--- src/rtl/gpu_pkg.sv ---
// Shared 2D GPU definitions: opcode field map, endpoint type, shape codes
// and the splitter FSM state encoding.
package gpu_pkg;

  localparam int unsigned OP_W      = 76;
  localparam int unsigned LOC_HI    = 75;
  localparam int unsigned LOC_LO    = 38;
  localparam int unsigned COLOR_HI  = 37;
  localparam int unsigned COLOR_LO  = 22;
  localparam int unsigned SHAPE_HI  = 21;
  localparam int unsigned SHAPE_LO  = 18;
  localparam int unsigned VALID_BIT = 17;

  // One endpoint in 640x480 space
  typedef struct packed {
    logic [9:0] x;
    logic [8:0] y;
  } point_t;

  typedef enum logic [3:0] {
    SHAPE_LINE   = 4'h0,
    SHAPE_RECT   = 4'h1,
    SHAPE_CIRCLE = 4'h2,
    SHAPE_TRI    = 4'h3
  } shape_e;

  typedef enum logic {
    IDLE = 1'b0,
    WAIT = 1'b1
  } splitter_state_e;

endpackage

--- src/rtl/point_sorter.sv ---
// Combinational endpoint ordering: emits the pair so that x0<x1, or
// x0==x1 with y0<=y1. Used by splitter when SPLITTER_SORT_EN is defined.
module point_sorter
  import gpu_pkg::*;
(
  input  point_t p0,
  input  point_t p1,
  output point_t q0,
  output point_t q1
);

  logic swap;

  // Swap when the first point lies after the second in (x, y) order
  always_comb begin
    swap = (p0.x > p1.x) || ((p0.x == p1.x) && (p0.y > p1.y));
    q0   = swap ? p1 : p0;
    q1   = swap ? p0 : p1;
  end

endmodule

--- src/rtl/splitter.sv ---
// Shape-engine front end: claims opcodes whose shape field matches
// output_sel, registers endpoints and colour, and pops the upstream FIFO
// with a one-cycle read pulse. n_rst is asynchronous and active-high.
// Optional feature macro: SPLITTER_SORT_EN (endpoint ordering on capture).
module splitter
  import gpu_pkg::*;
#(
  parameter int unsigned LOC_W   = 38,
  parameter int unsigned COLOR_W = 16,
  parameter int unsigned SHAPE_W = 4
) (
  input  logic               clk,
  input  logic               n_rst,
  input  logic [OP_W-1:0]    opdata,
  input  logic [SHAPE_W-1:0] output_sel,
  output logic               read,
  output logic [LOC_W-1:0]   locations,
  output logic [COLOR_W-1:0] color
);

  splitter_state_e    state;
  splitter_state_e    state_next;
  logic               claim;
  logic               capture;
  point_t             p0_in;
  point_t             p1_in;
  point_t             p0_ord;
  point_t             p1_ord;
  logic [LOC_W-1:0]   loc_next;
  logic [COLOR_W-1:0] color_next;
  logic               unused_reserved;

  assign claim = opdata[VALID_BIT] && (opdata[SHAPE_HI:SHAPE_LO] == output_sel);
  assign p0_in = point_t'(opdata[LOC_HI -: 19]);
  assign p1_in = point_t'(opdata[LOC_LO +: 19]);
  assign unused_reserved = ^opdata[VALID_BIT-1:0];

`ifdef SPLITTER_SORT_EN
  point_sorter u_point_sorter (
    .p0 (p0_in),
    .p1 (p1_in),
    .q0 (p0_ord),
    .q1 (p1_ord)
  );
`else
  assign p0_ord = p0_in;
  assign p1_ord = p1_in;
`endif

  // State register
  always_ff @(posedge clk or posedge n_rst) begin
    if (n_rst) state <= IDLE;
    else       state <= state_next;
  end

  // Next state: a claim moves to WAIT, WAIT always returns to IDLE
  always_comb begin
    state_next = state;
    case (state)
      IDLE:    if (claim) state_next = WAIT;
      WAIT:    state_next = IDLE;
      default: state_next = IDLE;
    endcase
  end

  // Output decode: capture only from IDLE; opdata is ignored in WAIT
  always_comb begin
    capture    = (state == IDLE) && claim;
    loc_next   = {p0_ord, p1_ord};
    color_next = opdata[COLOR_HI:COLOR_LO];
  end

  // Registered outputs: read pulses once per capture, fields hold otherwise
  always_ff @(posedge clk or posedge n_rst) begin
    if (n_rst) begin
      read      <= 1'b0;
      locations <= '0;
      color     <= '0;
    end else begin
      read <= capture;
      if (capture) begin
        locations <= loc_next;
        color     <= color_next;
      end
    end
  end

endmodule

--- config.mk ---
export PLATFORM = sky130hd
export DESIGN_NAME = splitter
export DESIGN_NICKNAME = d
export VERILOG_FILES = /design/src/rtl/gpu_pkg.sv /design/src/rtl/point_sorter.sv /design/src/rtl/splitter.sv
export SDC_FILE = /design/constraint.sdc
export NUM_CORES = 1
export LEC_CHECK = 0
export CAP_MARGIN = 5
export CORE_ASPECT_RATIO = 1.75
export CORE_MARGIN = 2
export CORE_UTILIZATION = 41
export DETAILED_ROUTE_END_ITERATION = 16
export PLACE_DENSITY = 0.85
export SETUP_SLACK_MARGIN = 0.2
export SYNTH_ARGS = -nofsm -noshare
export SYNTH_HDL_FRONTEND = slang
export SYNTH_SLANG_ARGS = --single-unit
--- constraint.sdc ---
create_clock -name clk -period 3.65 [get_ports clk]
set_clock_uncertainty 0.2 [all_clocks]
set_input_delay 0.5475 -clock clk [delete_from_list [all_inputs] [get_ports clk]]
set_output_delay 0.5475 -clock clk [all_outputs]
set_load 0.005 [all_outputs]
==> summary.md, run 1 <==
| Metric | Value |
|---|---|
| Max VDD drop | `0.000348 V` |
| Top post-synthesis cells by area | `dfrtp_1 (59%), mux2_4 (31%), buf_12 (4.3%)` |
| Syn_nets | `207` |
| Die height | `104 um` |
| Max FO, Critical Path | `42` |
| Met3 usage | `0.0423` |
| Share of the synthesized area in the top cell type | `0.587` |
| Hold Worst Slack | `0.317 ns` |
| Post-synthesis cell area | `0.00235 sq mm` |
| Initial Util | `0.423` |
| Initial antenna violation count | `0` |
| Row count | `36` |
| Root Driver | `clkbuf_8` |
| CP max stage cell | `clkdlybuf4s50_1` |
| Final wirelength | `5210 um` |
| Avg WL per Cell | `16.1 um` |
| Placed wire-length estimate | `3830 um` |
| DRC viols | `0` |
| Overflow after GRT | `0` |
| Met1 usage | `0.198` |
| Iteration count of the initial detailed-routing pass | `4` |
| Final Setup Violations | `0` |
| Crit share post-route | `0.669` |
| Clock sinks | `55` |
| Die ar. | `0.00637 sq mm` |
| CTS tree | `built` |
| Placeable Area | `0.00554 sq mm` |
| Vias in the first global route | `1754` |
| Inserted Diodes | `0` |
| Hold Violations, Final | `0` |
| Leak | `1.58 nW` |
| Critical Path Source Type | `input pin` |
| Register area share after synthesis | `0.587` |
| RSZ-0062 raised after global routing | `no` |
| CP cell instances | `clkdlybuf4s50_1 -> inv_1 -> a222oi_1 -> nor4b_4 -> buf_12 -> mux2_2` |
| GRT Overall Usage | `0.178` |
| CP peak stage delay | `around 0.45 ns` |
| Final ANT Viol Nets | `0` |
| Crit path kind | `input pin to flip-flop` |
| I/O Buffers | `119` |
| Worst min path class | `flip-flop to flip-flop` |
| CTS H-tree lvls | `2` |
| Vias | `1526` |
| Most used routing layer | `met2` |
| Synth Area per Inst | `between 15 and 20 sq um` |
| Post-CTS Repair Setup Buffers | `0` |
| Max_cap viols | `0` |
| Vias per cell | `4.71` |
| Top Ports | `about 140` |
| Worst slew pin tran | `0.675 ns` |
| Post-CTS Hold Fix Bufs | `0` |
| Required time of the critical path | `3.64 ns` |
| Outcome | `finished clean` |
| Power per cell area | `585 mW/mm^2` |
| Synth Instances | `125` |
| DR iter-0 viols | `between 50 and 60` |
| Slew Limit Fails | `0` |
| Post-synthesis register bit count | `55` |
| Clock buffer depth | `2` |
| GP Congestion | `between 0.7 and 0.8` |
| Multi-input logic area | `848 sq um` |
| Cts bufs inserted | `5` |
| Layout cell share with drive strength beyond 1 | `0.266` |
| Post-cts resize count | `0` |
| Area growth syn-to-layout | `55.7%` |
| # fillers | `between 400 and 500` |
| Final min period | `2.44 ns` |
| Die W | `61.2 um` |
| First-pass GRT wire length | `8420 um` |
| Worst-Skew Late Latency | `0.29 ns` |
| Arrival time at the worst endpoint | `2.43 ns` |
| Clk pin slew, worst setup/hold paths | `0.09 ns` |
| Total Power | `2.14 mW` |
| Synth warnings | `0` |
| Relative slew slack | `0.550` |
| Largest net degree at the start of global routing | `56` |
| Distinct cells, synth | `11` |
| Reg area | `between 0.001 and 0.0015 sq mm` |
| Setup TNS | `0 ns` |
| Largest area contributor in the synthesized netlist | `dfrtp_1` |
| Worst Setup End Kind | `flip-flop` |
| Fmax | `409 MHz` |
| Met2 Usage GRT | `0.301` |
| # nets final | `330` |
==> synth_stat cells (all sizes together) <==
cell type and instances:
inv 5, mux2 54, xor2 1, o22ai 1
nor4b 1, buf 6, dfrtp 55, a222oi 1
o211ai 1
==> cells in the final DEF (no fill, tap or decap), drive strengths merged <==
cell / instances
o22ai: 1
clkdlybuf4s50: 119
buf: 3
clkinv: 1
nor4b: 1
clkbuf: 6
a222oi: 1
dfrtp: 55
xor2: 1
inv: 5
mux2: 54
o211ai: 1
==> final timing paths <==
kind / start / to / slack, ns / cells after the start
max: output_sel[3] / locations[2] / 1.21 / 6
min: color[11] / color[11] / 0.32 / 1
max reg2reg: read / locations[2] / 1.72 / 5
min reg2reg: color[11] / color[11] / 0.32 / 1
max in group asynchronous: n_rst / color[7] / 2.26 / 3
min in group asynchronous: n_rst / locations[12] / 0.54 / 3
==> registers in the layout (all words and copies together) (netlist names) <==
name	flops
locations	38
color	16
read	1
==> where the power goes <==
group	switching (mW)	internal, mW
registers	0.118	0.817
clock network	0.184	0.149
logic	0.208	0.660
total	0.509	1.63
==> layout make-up <==
| type | count | area share |
|---|---|---|
| inverter | 5 | 0.00514 |
| multi-input combinational | 59 | 0.232 |
| clock inverter | 1 | 0.00137 |
| tap | 76 | 0.0260 |
| sequential | 55 | 0.377 |
| timing repair buffer | 122 | 0.336 |
| clock buffer | 6 | 0.0226 |
==> routing by layer <==
| layer | share of wire | wire, um |
|---|---|---|
| met1 | 0.35 | 1830 |
| met2 | 0.55 | 2850 |
| met3 | 0.061 | 316 |
| met4 | 0.040 | 209 |
| met5 | 0 | 0 |
==> critical path: cells and delay by family <==
kind | cells | cell delay (ns)
AOI/OAI and AO/OA | 1 | 0.33
and+or+nand+nor | 1 | 0.33
muxes | 1 | 0.38
buffers and inverters | 3 | 0.83
==> kinds of logic (layout without fill, tap and decap cells) <==
group                     after synthesis  after routing  share of synthesized area
DFF                                    55             55                      0.587
and+or+nand+nor                         1              1                    0.00640
muxes                                  54             54                      0.338
buffers and inverters                  11            134                     0.0555
xor gates and xnor gates                1              1                    0.00373
AOI/OAI and AO/OA                       3              3                     0.0101
==> stage by stage <==
step            util  worst slack (ns)  cell area (sq um)  instances
3_5_place_dp   0.643             0.889               3560        317
5_1_grt        0.659              1.05               3650        324
2_1_floorplan      -              1.56               2350        125
3_3_place_gp   0.643             0.913               3560        317
4_1_cts        0.659              1.19               3650        324
6_report       0.659              1.21               3650        324
Note: power is estimated with default switching activity, not from simulation.
==> run 2: changes to the inputs <==
- CORE_UTILIZATION: 41 -> 34
- PLACE_DENSITY: 0.85 -> 0.75
- clock period: 3.65 -> 2 ns (I/O delays scaled with it)
==> run 2 against run 1 <==
Total power up 100%. Critical endpoint is now locations[30]. First-iteration DRC count increased by 14%. Combinational power is 84% higher. Sequential cell count did not move.
==> summary.md, run 2 (synthesized netlist as in run 1, its figures left out) <==
| Metric | Value |
|---|---|
| I/O Buffers | `119 (unchanged)` |
| GP Congestion | `0.741 (was 0.751)` |
| Pre-CTS setup slack | `-0.426 ns (was 0.889 ns)` |
| First-pass GRT wire length | `8620 um (was 8420 um)` |
| Top Ports | `137 (unchanged)` |
| Arrival time at the worst endpoint | `1.85 ns (was 2.43 ns)` |
| Worst Setup End Kind | `flip-flop (unchanged)` |
| Final Util | `0.587 (was 0.659)` |
| Row count | `40 (was 36)` |
| Required time of the critical path | `1.98 ns (was 3.64 ns)` |
| Final Setup Violations | `0 (unchanged)` |
| Vias per cell | `4.49 (was 4.71)` |
| Die height | `114 um (was 104 um)` |
| CTS H-tree lvls | `2 (unchanged)` |
| Final ANT Viol Nets | `0 (unchanged)` |
| Placeable Area | `0.00676 sq mm (was 0.00554 sq mm)` |
| Max FO, Critical Path | `7 (was 42)` |
| Power per cell area | `1090 mW/mm^2 (was 585 mW/mm^2)` |
| Max_cap viols | `0 (unchanged)` |
| Hold Worst Slack | `0.229 ns (was 0.317 ns)` |
| Crit share post-route | `0.935` |
| DRC viols | `0 (unchanged)` |
| Max VDD drop | `0.000640 V (was 0.000348 V)` |
| M1 wire length | `1980 um (was 1830 um)` |
| Area growth syn-to-layout | `69.2% (was 55.7%)` |
| GRT Overall Usage | `0.153 (was 0.178)` |
| Met2 WL | `3070 um (was 2850 um)` |
| Max FFs per register | `38 (unchanged)` |
| RSZ-0062 raised after global routing | `yes (was no)` |
| Overflow after GRT | `0 (unchanged)` |
| Clock buffer depth | `2 (unchanged)` |
| Initial Util | `0.347 (was 0.423)` |
| Vias in the first global route | `1770 (was 1754)` |
| Final worst slack | `0.130 ns (was 1.21 ns)` |
| Root Driver | `clkbuf_16 (was clkbuf_8)` |
| Slew Limit Fails | `0 (unchanged)` |
| Vias | `1549 (was 1526)` |
| Relative slew slack | `0.801 (was 0.550)` |
| Avg WL per Cell | `16.0 um (was 16.1 um)` |
| Die W | `66.8 um (was 61.2 um)` |
| Final min period | `1.87 ns` |
| Placed wire-length estimate | `3940 um (was 3830 um)` |
| Worst-Skew Late Latency | `0.29 ns (about the same)` |
| Leak | `1.73 nW (was 1.58 nW)` |
| Final wirelength | `5530 um (was 5210 um)` |
| Fmax | `535 MHz` |
| Critical Path Source Type | `flip-flop (was input pin)` |
| Largest net degree at the start of global routing | `56 (unchanged)` |
| DR iter-0 viols | `67 (was 59)` |
| Worst slew pin tran | `0.299 ns (was 0.675 ns)` |
| Largest Register | `locations (unchanged)` |
| Most frequent cells in the layout | `clkdlybuf4s50_1 (110), dfrtp_1 (55), mux2_4 (51) (was clkdlybuf4s50_1 (119), dfrtp_1 (55), mux2_4 (49))` |
| Outcome | `finished clean (unchanged)` |
| Cts bufs inserted | `5 (unchanged)` |
| Hold Violations, Final | `0 (unchanged)` |
| Crit path kind | `flip-flop to flip-flop (was input pin to flip-flop)` |
| Die ar. | `0.00761 sq mm (was 0.00637 sq mm)` |
| Most common cell after layout, fill and taps aside | `clkdlybuf4s50_1 (unchanged)` |
| Top sig layer | `met4 (unchanged)` |
| CTS tree | `built (unchanged)` |
| Setup TNS | `0 ns (unchanged)` |
| Routed met3 length | `357 um (was 316 um)` |
| Clock sinks | `55 (unchanged)` |
| Inserted Diodes | `0 (unchanged)` |
| Initial antenna violation count | `0 (unchanged)` |
| Clk pin slew, worst setup/hold paths | `0.07 ns (was 0.09 ns)` |
| # nets final | `342 (was 330)` |
| Layout cell share with drive strength beyond 1 | `0.330 (was 0.266)` |
| Worst min path class | `input pin to async pin (was flip-flop to flip-flop)` |
| Largest registers | `locations (38), color (16), read (1) (unchanged)` |
| Iteration count of the initial detailed-routing pass | `4 (unchanged)` |
[run 2: cell count changes in the layout (fill, tap and decap cells not counted), sizes merged]
| cell | delta |
|---|---|
| buf | +12 |
| clkdlybuf4s50 | -9 |
| dlygate4sd2 | +4 |
| clkbuf | +3 |
| clkdlybuf4s15 | +2 |
| bufinv | +1 |
| clkinvlp | +1 |
| inv | -1 |
[run 2: area by class of cell]
cell class | instances | area (sq um)
clock buffer | 6 | 139
clock inverter | 2 | 35.0
fill | 553 | 2790
inverter | 5 | 22.5
multi-input combinational | 59 | 863
sequential | 55 | 1380
tap | 84 | 105
timing repair buffer | 134 | 1430
[run 2: repair_timing]
action                                  CTS  global route
pin swaps                                 3             1
hold buffers                              0             0
buffers inserted                          4             0
gates cloned                              2             1
gates resized for setup                  22             6
endpoints found under the setup margin   54            54
[run 2: per-stage QoR]
| step | total power, mW | std cells | instance area, sq um |
|---|---|---|---|
| 2_1_floorplan | 2.32 | 125 | 2350 |
| 3_3_place_gp | 3.30 | 330 | 3650 |
| 3_5_place_dp | 3.32 | 330 | 3650 |
| 4_1_cts | 4.38 | 344 | 3950 |
| 5_1_grt | 4.55 | 345 | 3970 |
| 6_report | 4.32 | 345 | 3970 |
[run 2: routing by layer]
layer,vias up,track usage
li1,703,-
met1,771,0.155
met2,65,0.284
met3,10,0.0444
met4,0,0.0571
met5,-,0
[run 2: power by group]
group | switching [mW] | internal (mW) | leakage (nW)
clock network | 0.383 | 0.623 | 0.0868
logic | 0.364 | 1.23 | 0.975
registers | 0.226 | 1.49 | 0.668
[run 2: final timing paths]
kind                          startpoint       endpoint  slack [ns]  depth (start not counted)
hold reg to reg            locations[37]  locations[37]        0.31                          1
setup / recovery                    read  locations[30]        0.13                          7
max in group asynchronous          n_rst  locations[19]        1.11                          3
setup reg to reg                    read  locations[30]        0.13                          7
min in group clk           locations[37]  locations[37]        0.31                          1
hold / removal                     n_rst       color[0]        0.23                          3
[run 2: worst max-delay path, stage by stage, from the launching register on]
cell      delay (ns)
dfrtp_1         0.38
inv_1           0.06
o211ai_1        0.12
nor4b_4         0.29
buf_6           0.17
buf_12          0.10
buf_12          0.12
mux2_4          0.30
==> run 3: changes to the inputs <==
- TNS_END_PERCENT: unset -> 10
==> run 3 against run 2 <==
Hold slack better by 0.015 ns. Highest routed layer unchanged. Total power shrank 0.14%. Critical endpoint is now locations[13]. Cell count is 3.2% higher. Critical path depth up 1. Utilization grew 2.2 points. Worst setup slack worse by 0.087 ns. Non-clock buffer count up 12. Sequential cell count is the same.
==> summary.md, run 3 (synthesized netlist as in run 1, its figures left out) <==
| Metric | Value |
|---|---|
| NetSw | `0.975 mW (was 0.974 mW)` |
| GP Congestion | `0.754 (was 0.741)` |
| Final wirelength | `5780 um (was 5530 um)` |
| Critical Path Source Type | `flip-flop (unchanged)` |
| Final min period | `1.96 ns (was 1.87 ns)` |
| Worst Setup End Kind | `flip-flop (unchanged)` |
| Hold Violations, Final | `0 (unchanged)` |
| Clk pin slew, worst setup/hold paths | `0.07 ns (about the same)` |
| CP cell instances | `inv_1 -> o211ai_1 -> nor4b_4 -> buf_4 -> buf_12 -> buf_12 -> buf_12 -> mux2_4 (was inv_1 -> o211ai_1 -> nor4b_4 -> buf_6 -> buf_12 -> buf_12 -> mux2_4)` |
| DRC viols | `0 (unchanged)` |
| Max FO, Critical Path | `8 (was 7)` |
| CP max stage cell | `dfrtp_1 (unchanged)` |
| Cts bufs inserted | `5 (unchanged)` |
| Die height | `114 um (unchanged)` |
| Placed wire-length estimate | `4180 um (was 3940 um)` |
| Final Setup Violations | `0 (unchanged)` |
| Final worst slack | `0.0437 ns (was 0.130 ns)` |
| Sequential share of power | `0.398 (about the same)` |
| Die ar. | `0.00761 sq mm (unchanged)` |
| Vias | `1588 (was 1549)` |
| Largest registers | `locations (38), color (16), read (1) (unchanged)` |
| CTS tree | `built (unchanged)` |
| Root Driver | `clkbuf_16 (unchanged)` |
| Row count | `40 (unchanged)` |
| Layout cell share with drive strength beyond 1 | `0.349 (was 0.330)` |
| Placed Cells | `332 (was 330)` |
| Reg2reg setup slack | `0.04 ns (was 0.13 ns)` |
| Power per cell area | `1050 mW/mm^2 (was 1090 mW/mm^2)` |
| Arrival time at the worst endpoint | `1.93 ns (was 1.85 ns)` |
| Crit share post-route | `0.978 (was 0.935)` |
| Outcome | `finished clean (unchanged)` |
| # nets final | `354 (was 342)` |
| Top Ports | `137 (unchanged)` |
| Crit path kind | `flip-flop to flip-flop (unchanged)` |
| Max VDD drop | `0.000657 V (was 0.000640 V)` |
| Most frequent cells in the layout | `clkdlybuf4s50_1 (109), dfrtp_1 (55), mux2_4 (54) (was clkdlybuf4s50_1 (110), dfrtp_1 (55), mux2_4 (51))` |
| Comb power frac | `0.384 (was 0.369)` |
| Largest net degree at the start of global routing | `56 (unchanged)` |
| Overflow after GRT | `0 (unchanged)` |
| RSZ-0062 raised after global routing | `yes (unchanged)` |
| Worst-Skew Late Latency | `0.29 ns (about the same)` |
| Int Pwr | `3.34 mW (was 3.35 mW)` |
| GRT Overall Usage | `0.165 (was 0.153)` |
| Clock sinks | `55 (unchanged)` |
| Worst min path class | `input pin to async pin (unchanged)` |
| Initial antenna violation count | `0 (unchanged)` |
| CP dominant cell by count | `buf_12 (unchanged)` |
| Max FFs per register | `38 (unchanged)` |
| Die W | `66.8 um (unchanged)` |
| Total Power | `4.32 mW (about the same)` |
| Max_cap viols | `0 (unchanged)` |
| Post-CTS Hold Fix Bufs | `0 (unchanged)` |
| DR iter-0 viols | `57 (was 67)` |
| Fmax | `511 MHz (was 535 MHz)` |
| Initial Util | `0.347 (unchanged)` |
| Setup TNS | `0 ns (unchanged)` |
| Area growth syn-to-layout | `75.6% (was 69.2%)` |
| Avg WL per Cell | `16.2 um (was 16.0 um)` |
| Leak | `1.81 nW (was 1.73 nW)` |
| Largest Register | `locations (unchanged)` |
| Worst slew pin tran | `0.315 ns (was 0.299 ns)` |
| Required time of the critical path | `1.97 ns (was 1.98 ns)` |
| Iteration count of the initial detailed-routing pass | `4 (unchanged)` |
| Pre-CTS setup slack | `-0.454 ns (was -0.426 ns)` |
| Inserted Diodes | `0 (unchanged)` |
| Placeable Area | `0.00676 sq mm (unchanged)` |
| Vias in the first global route | `1872 (was 1770)` |
| Clock buffer depth | `2 (unchanged)` |
| Relative slew slack | `0.790 (was 0.801)` |
| Switching portion of total power | `0.226 (was 0.225)` |
| Final ANT Viol Nets | `0 (unchanged)` |
| First-pass GRT wire length | `9260 um (was 8620 um)` |
| Most common cell after layout, fill and taps aside | `clkdlybuf4s50_1 (unchanged)` |
| Vias per cell | `4.46 (was 4.49)` |
| Final std cells w/o fill | `356 (was 345)` |
| CP peak stage delay | `0.38 ns (about the same)` |
| CTS H-tree lvls | `2 (unchanged)` |
| Hold Worst Slack | `0.244 ns (was 0.229 ns)` |
| I/O Buffers | `119 (unchanged)` |
| Clk pwr share | `0.218 (was 0.233)` |
| Slew Limit Fails | `0 (unchanged)` |
## run 3: cell types whose count changed in the layout (fill, tap and decap cells not counted), moves of 2 or more
| cell | delta |
|---|---|
| buf_4 | +6 |
| buf_12 | +3 |
| buf_2 | +3 |
| buf_6 | +3 |
| inv_1 | +3 |
| inv_2 | -3 |
| mux2_2 | -3 |
| mux2_4 | +3 |
| buf_16 | +2 |
| clkbuf_2 | -2 |
## run 3: what timing repair did
item | 4_1_cts | 5_1_grt
gates cloned | 4 | 0
resized for setup | 37 | 7
setup buffers | 11 | 2
pin swaps | 3 | 1
hold endpoints to repair | 0 | 0
endpoints found under the setup margin | 54 | 54
## run 3: layout make-up
| type | instances | area [sq um] |
|---|---|---|
| clock buffer | 6 | 129 |
| fill | 528 | 2640 |
| timing repair buffer | 146 | 1580 |
| sequential | 55 | 1380 |
| tap | 84 | 105 |
| inverter | 5 | 22.5 |
| clock inverter | 1 | 30.0 |
| multi-input combinational | 59 | 875 |
## run 3: layer usage
layer | part of all wire | vias up | global-route usage | wire length (um)
met5 | 0 | - | 0 | 0
met4 | 0.029 | 0 | 0.0871 | 170
met3 | 0.038 | 12 | 0.0207 | 217
met2 | 0.59 | 63 | 0.305 | 3380
met1 | 0.35 | 790 | 0.174 | 2010
li1 | - | 723 | - | -
## run 3: power by group through the flow
stage          Combinational, mW  Clock [mW]  Sequential, mW
3_3_place_gp                1.58           0            1.72
3_5_place_dp                1.61           0            1.72
6_report                    1.66       0.942            1.72
4_1_cts                     1.67       0.967            1.72
2_1_floorplan              0.580           0            1.74
5_1_grt                     1.76        1.02            1.77
## run 3: path summary, 6_finish.rpt
kind,start,to,cells past startpoint
worst max-delay path,read,locations[13],8
max in group asynchronous,n_rst,locations[37],3
worst min-delay path,n_rst,locations[31],3
worst min register to register,locations[31],locations[31],1
worst max register to register,read,locations[13],8
min in group clk,locations[31],locations[31],1
## run 3: worst max-delay path, delay by kind of cell (launching register included)
family / cells / cell delay [ns]
and+or+nand+nor: 1 / 0.25
AOI/OAI and AO/OA: 1 / 0.13
muxes: 1 / 0.30
buffers and inverters: 5 / 0.58
DFF: 1 / 0.38
## run 3: stage by stage
step                area, sq um   util
floorplan                  2350      -
finish                     4120  0.610
global placement           3660  0.541
detailed placement         3660  0.541
global route               4120  0.610
CTS                        4080  0.603
